$ cat config.mk
export PLATFORM = sky130hd
export DESIGN_NAME = norm_rr_scheduler
export DESIGN_NICKNAME = d
export VERILOG_FILES = /design/src/rtl/norm_pkg.sv /design/src/rtl/lzd8.sv /design/src/rtl/rr_arbiter.sv /design/src/rtl/norm_rr_scheduler.sv
export SDC_FILE = /design/constraint.sdc
export NUM_CORES = 1
export LEC_CHECK = 0
export ABC_AREA = 1
export ABC_CLOCK_PERIOD_IN_PS = 5600
export BUFFER_PORTS_ARGS = -buffer_cell sky130_fd_sc_hd__buf_2
export CORE_MARGIN = 2
export CORE_UTILIZATION = 56
export CTS_CLUSTER_SIZE = 25
export DETAILED_ROUTE_END_ITERATION = 10
export PLACE_DENSITY_LB_ADDON = 0.05
export SLEW_MARGIN = 20
export SYNTH_ARGS = -nofsm -noshare
export SYNTH_HDL_FRONTEND = slang
export SYNTH_HIERARCHICAL = 1
export SYNTH_SLANG_ARGS = --single-unit
$ cat constraint.sdc
create_clock -name clk -period 5.6 [get_ports clk]
set_clock_uncertainty 0.1 [all_clocks]
set_input_delay 1.12 -clock clk [delete_from_list [all_inputs] [get_ports clk]]
set_output_delay 1.12 -clock clk [all_outputs]
set_load 0.02 [all_outputs]
$ cat src/rtl/norm_pkg.sv
// Shared types and helpers for the shared normalize scheduler.
package norm_pkg;

    localparam int MANT_W    = 8;
    localparam int MAX_IDW   = 3;
    localparam int MAX_EXP_W = 16;

    typedef struct packed {
        logic [MAX_IDW-1:0]   id;
        logic [MANT_W-1:0]    mant;
        logic [MAX_EXP_W-1:0] exp;
        logic                 zero;
        logic                 uflow;
    } norm_result_t;

    function automatic int clog2(input int value);
        int r;
        r = 0;
        for (int i = 0; i < 31; i++) begin
            r = ((1 << i) < value) ? (i + 1) : r;
        end
        return r;
    endfunction

endpackage

$ cat src/rtl/lzd8.sv
// 8-bit leading-zero detector: valid=0 for an all-zero input.
module lzd8 (
    input  logic [7:0] d,
    output logic       valid,
    output logic [2:0] pos
);

    // Priority encode from the MSB down.
    always_comb begin
        valid = |d;
        casez (d)
            8'b1???????: pos = 3'd0;
            8'b01??????: pos = 3'd1;
            8'b001?????: pos = 3'd2;
            8'b0001????: pos = 3'd3;
            8'b00001???: pos = 3'd4;
            8'b000001??: pos = 3'd5;
            8'b0000001?: pos = 3'd6;
            8'b00000001: pos = 3'd7;
            default:     pos = 3'd0;
        endcase
    end

endmodule

$ cat src/rtl/rr_arbiter.sv
// Round-robin arbiter: one-hot combinational grant, pointer moves past the winner.
module rr_arbiter
    import norm_pkg::*;
#(
    parameter int NREQ = 4,
    parameter int IDW  = clog2(NREQ)
) (
    input  logic            clk,
    input  logic            reset,
    input  logic            en,
    input  logic [NREQ-1:0] req,
    output logic [NREQ-1:0] gnt,
    output logic [IDW-1:0]  gnt_id,
    output logic            gnt_any
);

    logic [IDW-1:0] ptr_q;
    logic [IDW-1:0] ptr_d;
    logic [IDW-1:0] idx_s;
    logic           hit_s;
    int             sum_s;

    // Search from ptr_q upward with wrap; first requesting row wins.
    always_comb begin
        gnt     = '0;
        gnt_id  = '0;
        gnt_any = 1'b0;
        idx_s   = '0;
        hit_s   = 1'b0;
        sum_s   = 0;
        for (int i = 0; i < NREQ; i++) begin
            sum_s   = int'(ptr_q) + i;
            sum_s   = (sum_s >= NREQ) ? (sum_s - NREQ) : sum_s;
            idx_s   = IDW'(sum_s);
            hit_s   = en & ~gnt_any & req[idx_s];
            gnt[idx_s] = hit_s;
            gnt_id  = hit_s ? idx_s : gnt_id;
            gnt_any = gnt_any | hit_s;
        end
    end

    // Next pointer: one past the granted row, held when idle.
    always_comb begin
        if (gnt_any) begin
            ptr_d = (gnt_id == IDW'(NREQ - 1)) ? '0 : (gnt_id + 1'b1);
        end else begin
            ptr_d = ptr_q;
        end
    end

    // Pointer register.
    always_ff @(posedge clk) begin
        if (reset) begin
            ptr_q <= '0;
        end else begin
            ptr_q <= ptr_d;
        end
    end

endmodule

$ cat src/rtl/norm_rr_scheduler.sv
// Shares one LZC/normalize datapath between NREQ PE rows via round-robin
// arbitration; two-stage pipeline (capture, normalize) with backpressure.
module norm_rr_scheduler
    import norm_pkg::*;
#(
    parameter int NREQ  = 4,
    parameter int EXP_W = 8,
    parameter int IDW   = clog2(NREQ)
) (
    input  logic                  clk,
    input  logic                  reset,
    input  logic [NREQ-1:0]       req,
    input  logic [8*NREQ-1:0]     req_mant,
    input  logic [EXP_W*NREQ-1:0] req_exp,
    output logic [NREQ-1:0]       gnt,
    output logic                  out_valid,
    input  logic                  out_ready,
    output logic [IDW-1:0]        out_id,
    output logic [7:0]            out_mant,
    output logic [EXP_W-1:0]      out_exp,
    output logic                  out_zero,
    output logic                  out_uflow
);

    logic               a_valid_q;
    logic [MANT_W-1:0]  a_mant_q;
    logic [EXP_W-1:0]   a_exp_q;
    logic [IDW-1:0]     a_id_q;
    logic               b_valid_q;
    norm_result_t       b_q;
    norm_result_t       b_d;

    logic               a_adv_s;
    logic               a_accept_s;
    logic               arb_en_s;
    logic [IDW-1:0]     gnt_id_s;
    logic               gnt_any_s;
    logic [MANT_W-1:0]  sel_mant_s;
    logic [EXP_W-1:0]   sel_exp_s;
    logic               lzc_valid_s;
    logic [2:0]         lzc_s;
    logic [EXP_W-1:0]   lzc_ext_s;
    logic               unused_b_bits_s;

    // Stall only when both stages hold data and downstream refuses it.
    assign a_adv_s    = a_valid_q & (~b_valid_q | out_ready);
    assign a_accept_s = ~a_valid_q | a_adv_s;
    assign arb_en_s   = a_accept_s & ~reset;

    rr_arbiter #(.NREQ(NREQ), .IDW(IDW)) u_arb (
        .clk     (clk),
        .reset   (reset),
        .en      (arb_en_s),
        .req     (req),
        .gnt     (gnt),
        .gnt_id  (gnt_id_s),
        .gnt_any (gnt_any_s)
    );

    // One-hot AND-OR select of the granted row's operands.
    always_comb begin
        sel_mant_s = '0;
        sel_exp_s  = '0;
        for (int k = 0; k < NREQ; k++) begin
            sel_mant_s = sel_mant_s | (req_mant[8*k +: 8] & {MANT_W{gnt[k]}});
            sel_exp_s  = sel_exp_s | (req_exp[EXP_W*k +: EXP_W] & {EXP_W{gnt[k]}});
        end
    end

    lzd8 u_lzd (
        .d     (a_mant_q),
        .valid (lzc_valid_s),
        .pos   (lzc_s)
    );

    assign lzc_ext_s = EXP_W'(lzc_s);

    // Normalize stage A contents; zero and underflow flush to 0/0.
    always_comb begin
        b_d    = '0;
        b_d.id = MAX_IDW'(a_id_q);
        if (!lzc_valid_s) begin
            b_d.zero = 1'b1;
        end else if (lzc_ext_s > a_exp_q) begin
            b_d.uflow = 1'b1;
        end else begin
            b_d.mant = a_mant_q << lzc_s;
            b_d.exp  = MAX_EXP_W'(a_exp_q - lzc_ext_s);
        end
    end

    // Pipeline registers for capture (A) and output (B) stages.
    always_ff @(posedge clk) begin
        if (reset) begin
            a_valid_q <= 1'b0;
            a_mant_q  <= '0;
            a_exp_q   <= '0;
            a_id_q    <= '0;
            b_valid_q <= 1'b0;
            b_q       <= '0;
        end else begin
            if (gnt_any_s) begin
                a_valid_q <= 1'b1;
                a_mant_q  <= sel_mant_s;
                a_exp_q   <= sel_exp_s;
                a_id_q    <= gnt_id_s;
            end else if (a_adv_s) begin
                a_valid_q <= 1'b0;
            end else begin
                a_valid_q <= a_valid_q;
            end
            if (a_adv_s) begin
                b_valid_q <= 1'b1;
                b_q       <= b_d;
            end else if (out_ready) begin
                b_valid_q <= 1'b0;
            end else begin
                b_valid_q <= b_valid_q;
            end
        end
    end

    assign out_valid       = b_valid_q;
    assign out_id          = IDW'(b_q.id);
    assign out_mant        = b_q.mant;
    assign out_exp         = EXP_W'(b_q.exp);
    assign out_zero        = b_q.zero;
    assign out_uflow       = b_q.uflow;
    assign unused_b_bits_s = ^b_q;

endmodule

==> results.txt, run 1 <==
status - complete, no violations
Residual DRC - 0
Fin. Hold Viols - 0
Net Switching - 1.33 mW
Num CTS Buffers - 5
post-synth cell types - 35
leakage power - 1.75 nW
EDFF count, synth - 0
register area share after synthesis - 0.277
CP cell instances - inv_1 > ha_1 > inv_1 > nand3_2 > nand2_4 > inv_2 > o21bai_4 > inv_2 > nor2_8 > nand2_4 > inv_1 > o21ai_0 > inv_1 > buf_2
area fraction of the dominant cell type after synthesis - 0.277
fillcell total - 463
Die Y - 77.6 um
CP Capture Type - primary output
CP Launch Type - flop
Synth top cells by count - nand2_1 (153), dfxtp_1 (42), nand3_1 (38), inv_1 (37), a21oi_1 (29)
Period minus WS final - 4.42 ns
final setup fails - 0
CP Data Required Time - 4.38 ns
total power - 2.37 mW
Hold/Removal Path Class - reg -> reg
chip width - 77.6 um
Iteration-0 DRC Markers - 266
Final Net Count - 629
DRT Pass-1 Iters - 8
RD Place Congestion - 0.959
Crit Path Class - reg -> out
PnR worst setup slack - 1.18 ns
Hold-fix buffers, CTS - 0
root buf cell - clkbuf_8
Reg power frac - 0.214
post-CTS resize count - 0
register area - 841 sq um
CTS tree - yes
top-count cell post-synth - nand2_1
# diodes - 0
critical path peak fanout - 17
vias per cell - 5.49
Routed Antenna Nets - 0
Max Cap Viol - 0
clk slew on worst S/H paths - 0.08 ns
crit-path max cell delay - 0.59 ns
Place WS - 1.36 ns
Syn-to-layout area delta - 19.2%
total wire length - 7970 um
Synth Instances - 464
CTS max path bufs - 2
setup TNS - 0 ns
Combinational Power Share - 0.700
first-pass GRT wire length - 13100 um
Crit path max-delay family - buffers and inverters
Critical path buffers and inverters - 7
Overflow after GRT - 0
wire per inst - 12.8 um
Port-buffer cells - 95
core footprint - 5170 sq um
worst slew pin tran - 0.634 ns
Pint - 1.05 mW
max_slew headroom - 0.576
flip-flop and latch count after synthesis - 42
number of max-slew violations in the final report - 0
largest net degree at the start of global routing - 23
Synth area leader - dfxtp_1
Clock Power Share - 0.085
f_max - 226 MHz
clock insertion delay at the later pin of the skew report - 0.30 ns
clk sinks - 42
Cell Area, Synth - 3030 sq um
vias in the first global route - 2855
initial antenna violation count - 0
row count - 26
sw frac - 0.559
CP max stage cell - dfxtp_1
Placement Cell Area - 3520 sq um
Net Count, Synth - 543
routed vias - 3409
Most used DFF post-synth - dfxtp_1
CTS H-Tree Depth - 2
Final Cycle Share - 0.789
largest vdd supply drop - 0.533 mV
CP Data Arrival Time - 3.20 ns
ys async rst share - 0
power per cell area - 657 nW/um^2
area occupied by multi-input gates - 1890 sq um
Mapped Avg Cell Area - 6.53 sq um
cell area after layout - 3610 sq um
Tot GR Track Use - 0.265
Die ar. - 6020 sq um
hpwl dp - 6150 um
share of layout cells above drive strength 1 - 0.294
CP dominant cell by count - inv_1
post-CTS setup buffers - 0
Ports - 96
Final Util - 0.698
Synth area leaders - dfxtp_1 (28%), nand2_1 (19%), nand3_1 (6.3%)
RSZ-0062 raised after global routing - no
initial core utilization - 0.586
synth warn - 6
[layer usage]
metal | share of wire | wire, um | track usage | up-vias
li1 | - | - | - | 1704
met1 | 0.43 | 3430 | 0.362 | 1527
met2 | 0.47 | 3730 | 0.443 | 167
met3 | 0.091 | 722 | 0.0488 | 11
met4 | 0.011 | 90 | 0.0429 | 0
met5 | 0 | 0 | 0 | -
[power by group through the flow]
stage                     combinational, mW  clock [mW]  sequential, mW
after floorplan                        1.28           0           0.540
after global placement                 1.60           0           0.511
after detailed placement               1.63           0           0.512
after CTS                              1.64       0.207           0.506
after global routing                   1.85       0.220           0.522
final                                  1.66       0.203           0.508
[final timing paths]
path / startpoint / to / slack (ns) / cells past startpoint
min: out_exp[1] / out_exp[1] / 0.36 / 2
max: u_arb/ptr_q[1] / gnt[3] / 1.18 / 14
max reg2reg: u_arb/ptr_q[1] / a_exp_q[5] / 1.91 / 14
min reg2reg: out_exp[1] / out_exp[1] / 0.36 / 2
[worst register-to-register path: cells and delay by family, from the launching register on]
kind                     cells  cell delay (ns)
adder cells (fa/ha/maj)      1             0.36
buffers and inverters        5             1.08
AND/OR/NAND/NOR              5             0.87
AO/OA/AOI/OAI                3             0.56
flip-flops                   1             0.59
[state kept, by name, indices dropped and copies added, names as in the netlist, named ones only]
signal and count:
a_valid_q 1, out_mant 8, out_id 2, out_valid 1, out_uflow 1, a_mant_q 8, out_exp 8, u_arb/ptr_q 1
a_id_q 2, out_zero 1, a_exp_q 8
[logic make-up after synthesis]
kind of cell	share of synthesized area
AO/OA/AOI/OAI	0.190
XOR/XNOR	0.00289
adder cells (fa/ha/maj)	0.0355
buffers and inverters	0.0974
flip-flops	0.277
AND/OR/NAND/NOR	0.397
[cell usage in the layout, fill, tap and decap left out, types with 2 or more instances in the layout]
master    instances
nand2_1         153
buf_2            95
dfxtp_1          42
nand3_1          38
inv_1            37
a21oi_1          29
o21ai_0          25
nor2_1           25
a41oi_1          16
nand2_2          14
a21oi_2          11
nand3_2          10
inv_2             8
ha_1              7
clkbuf_8          6
nand4_1           5
buf_4             5
nor2_4            3
nand2_4           3
nor3_1            2
o211ai_1          2
[per-stage QoR]
stage	cells	hold WS, ns
final	621	0.363
after global placement	613	0.350
after floorplan	464	0.357
after CTS	621	0.364
after global routing	621	0.390
after detailed placement	613	0.352
[layout make-up]
cell class                 count  area share
inverter                      47      0.0502
tap                           70      0.0242
clock buffer                   6      0.0229
clock inverter                 2     0.00346
timing repair buffer         100       0.142
sequential                    42       0.233
multi-input combinational    354       0.524
Power figures use the tool's default switching activity.
==> run 2: changes to the inputs <==
ABC_AREA = 0   (was 1)
ABC_CLOCK_PERIOD_IN_PS = 3670   (was 5600)
CORE_UTILIZATION = 46   (was 56)
clock period = 3.67 ns   (was 5.6 ns; I/O delays follow)
==> run 2 against run 1 <==
Cell count decreased by 23%. Global-route usage down 3.5 points. Sequential cell count is the same. Synthesized area decreased by 7.9%. Highest routed layer unchanged.
==> results.txt, run 2 <==
Hold/Removal Path Class - reg -> reg
RD Place Congestion - 0.918 (-4.3%)
Synth area leader - dfxtp_1
register area share after synthesis - 0.301 (+0.0238)
first-pass GRT wire length - 12100 um (-7.9%)
initial core utilization - 0.474 (-0.112)
crit-path max cell delay - 0.46 ns (-0.13 ns)
initial antenna violation count - 0 (unchanged)
CP cell instances - inv_1 > ha_4 > mux2i_1 > mux2i_1 > or3_1 > a211o_1 > o21ai_1 > buf_2
PnR worst setup slack - 0.207 ns (-0.974 ns)
CP dominant cell by count - mux2i_1
worst slew pin tran - 1.03 ns (+0.394 ns)
Hold Path End - out_uflow
Place WS - 0.265 ns (-1.10 ns)
CTS max path bufs - 2 (unchanged)
Crit Path Class - reg -> out
Port-buffer cells - 95 (unchanged)
Max Cap Viol - 0 (unchanged)
Final Util - 0.586 (-0.113)
Critical path buffers and inverters - 2 (-5)
Syn-to-layout area delta - 23.5%
GR Util met3 - 0.0341 (-0.0148)
Final Cycle Share - 0.943
flip-flop and latch count after synthesis - 42 (unchanged)
Tot GR Track Use - 0.229 (-0.0353)
ys async rst share - 0 (unchanged)
post-synth cell types - 61 (+74%)
Routed Antenna Nets - 0 (unchanged)
Layout Cells excl Fill - 478 (-23%)
cells on worst reg2reg path - 8 (-6)
M1 GR Usage - 0.324 (-0.0374)
register area - 841 sq um (unchanged)
synth warn - 6 (unchanged)
# diodes - 0 (unchanged)
Most used DFF post-synth - dfxtp_1
chip width - 81.9 um (+5.6%)
CTS H-Tree Depth - 2 (unchanged)
clk slew on worst S/H paths - 0.08 ns (about the same)
row count - 28 (+7.7%)
wire per inst - 15.5 um (+21%)
R2R Path End - out_mant[2]
M2 GR Usage - 0.360 (-0.0824)
number of max-slew violations in the final report - 0 (unchanged)
EDFF count, synth - 0 (unchanged)
GR peak layer - met2
Cell Area, Synth - 2790 sq um (-7.9%)
hold_ws - 0.350 ns (-0.0130 ns)
root buf cell - clkbuf_8
Crit path max-delay family - simple AND/OR/NAND/NOR gates
hpwl dp - 5480 um (-11%)
vias per cell - 5.91 (+7.6%)
Die ar. - 6710 sq um (+12%)
most common cell after layout, fill and taps aside - buf_2
Mapped Avg Cell Area - 8.86 sq um (+36%)
Period minus WS final - 3.46 ns
HP Start - out_uflow
Synth area leaders - dfxtp_1 (30%), a22oi_1 (9.1%), a311oi_1 (5.3%)
core footprint - 5890 sq um (+14%)
status - complete, no violations
Net Count, Synth - 394 (-27%)
most frequent cells in the layout - buf_2 (95), dfxtp_1 (42), a22oi_1 (34)
Num CTS Buffers - 5 (unchanged)
CP max stage cell - or3_1
f_max - 289 MHz
area occupied by multi-input gates - 1790 sq um (-5.6%)
Iteration-0 DRC Markers - 207 (-22%)
top-count cell post-synth - dfxtp_1
Final Net Count - 481 (-24%)
Ports - 96 (unchanged)
largest net degree at the start of global routing - 38 (+65%)
area fraction of the dominant cell type after synthesis - 0.301 (+0.0238)
Reg-to-Reg Start - a_mant_q[4]
RSZ-0062 raised after global routing - no
total wire length - 7400 um (-7.2%)
CTS tree - yes
post-CTS setup buffers - 0 (unchanged)
leakage power - 1.42 nW (-19%)
clk sinks - 42 (unchanged)
CP Data Arrival Time - 2.63 ns (-0.57 ns)
hold path depth - 2 (unchanged)
CP Capture Type - primary output
Synth Instances - 315 (-32%)
vias in the first global route - 2463 (-14%)
routed vias - 2823 (-17%)
clock insertion delay at the later pin of the skew report - 0.29 ns (about the same)
CP Launch Type - flop
setup TNS - 0 ns (unchanged)
final setup fails - 0 (unchanged)
slack of the worst reg-to-reg path - 0.63 ns (-1.28 ns)
critical path peak fanout - 9 (-8)
largest vdd supply drop - 0.284 mV (-47%)
Cell Count Post-Placement - 470 (-23%)
max_slew headroom - 0.312 (-0.264)
power per cell area - 514 nW/um^2 (-22%)
Die Y - 81.9 um (+5.6%)
CP Data Required Time - 2.84 ns (-1.54 ns)
DRT Pass-1 Iters - 4 (-4)
Synth top cells by count - dfxtp_1 (42), a22oi_1 (34), nor2_1 (33), clkbuf_1 (18), a311oi_1 (17)
Residual DRC - 0 (unchanged)
share of layout cells above drive strength 1 - 0.328 (+0.0335)
Fin. Hold Viols - 0 (unchanged)
fillcell total - 571 (+23%)
Overflow after GRT - 0 (unchanged)
-- run 2: changes by cell type after synthesis, sizes merged, moves of 16 or more --
cell / before / now
a21oi: 40 / 9
a22oi: 0 / 34
a311oi: 0 / 17
a41oi: 16 / 0
inv: 45 / 14
nand2: 170 / 13
nand3: 48 / 2
o21ai: 26 / 7
-- run 2: report_power, final --
part / internal [mW] / switching [mW]
logic: 0.371 / 0.475
registers: 0.508 / 0.0571
clock network: 0.204 / 0.157
total: 1.08 / 0.688
-- run 2: layer usage --
metal / share of wire / routed length, um
met3: 0.060 / 442
met5: 0 / 0
met4: 0.014 / 104
met1: 0.48 / 3530
met2: 0.45 / 3330
-- run 2: worst max-delay path by stage --
stage / from / endpoint / slack [ns] / depth (start not counted)
after CTS: flop / gnt[1] / 0.10 / 8
after floorplan: reset / a_exp_q[6] / 0.05 / 12
after global routing: flop / gnt[2] / 0.04 / 8
final: flop / gnt[1] / 0.21 / 8
after detailed placement: req[3] / gnt[1] / 0.27 / 7
after global placement: req[3] / gnt[2] / 0.30 / 7
-- run 2: area by class of cell --
class	instances	area share
Clock buffer	7	0.0221
Timing Repair Buffer	107	0.164
Multi-Input combinational cell	232	0.519
Tap cell	75	0.0272
Sequential cell	42	0.244
Clock inverter	1	0.00871
Inverter	14	0.0152
-- run 2: worst min-delay path: cells and delay by family (launching register included) --
family           cells  cell delay, ns
AO/OA/AOI/OAI        1            0.05
flip-flops           1            0.31
AND/OR/NAND/NOR      1            0.05
-- run 2: metrics by stage --
stage	cell area, sq um	total power, mW
after floorplan	2790	1.18
after global placement	3330	1.40
after detailed placement	3330	1.40
after CTS	3430	1.76
after global routing	3450	1.90
final	3450	1.77
-- run 2: repair_timing --
action	4_1_cts	5_1_grt
hold endpoints to repair	0	0
setup endpoints to repair	0	4
hold buffers	0	0
gates resized for setup	0	2
-- run 2: kinds of logic after synthesis --
logic type / synth area share
XOR/XNOR: 0.0157
buffers and inverters: 0.0645
AND/OR/NAND/NOR: 0.170
multiplexers: 0.0870
adder cells (fa/ha/maj): 0.0385
flip-flops: 0.301
AO/OA/AOI/OAI: 0.323
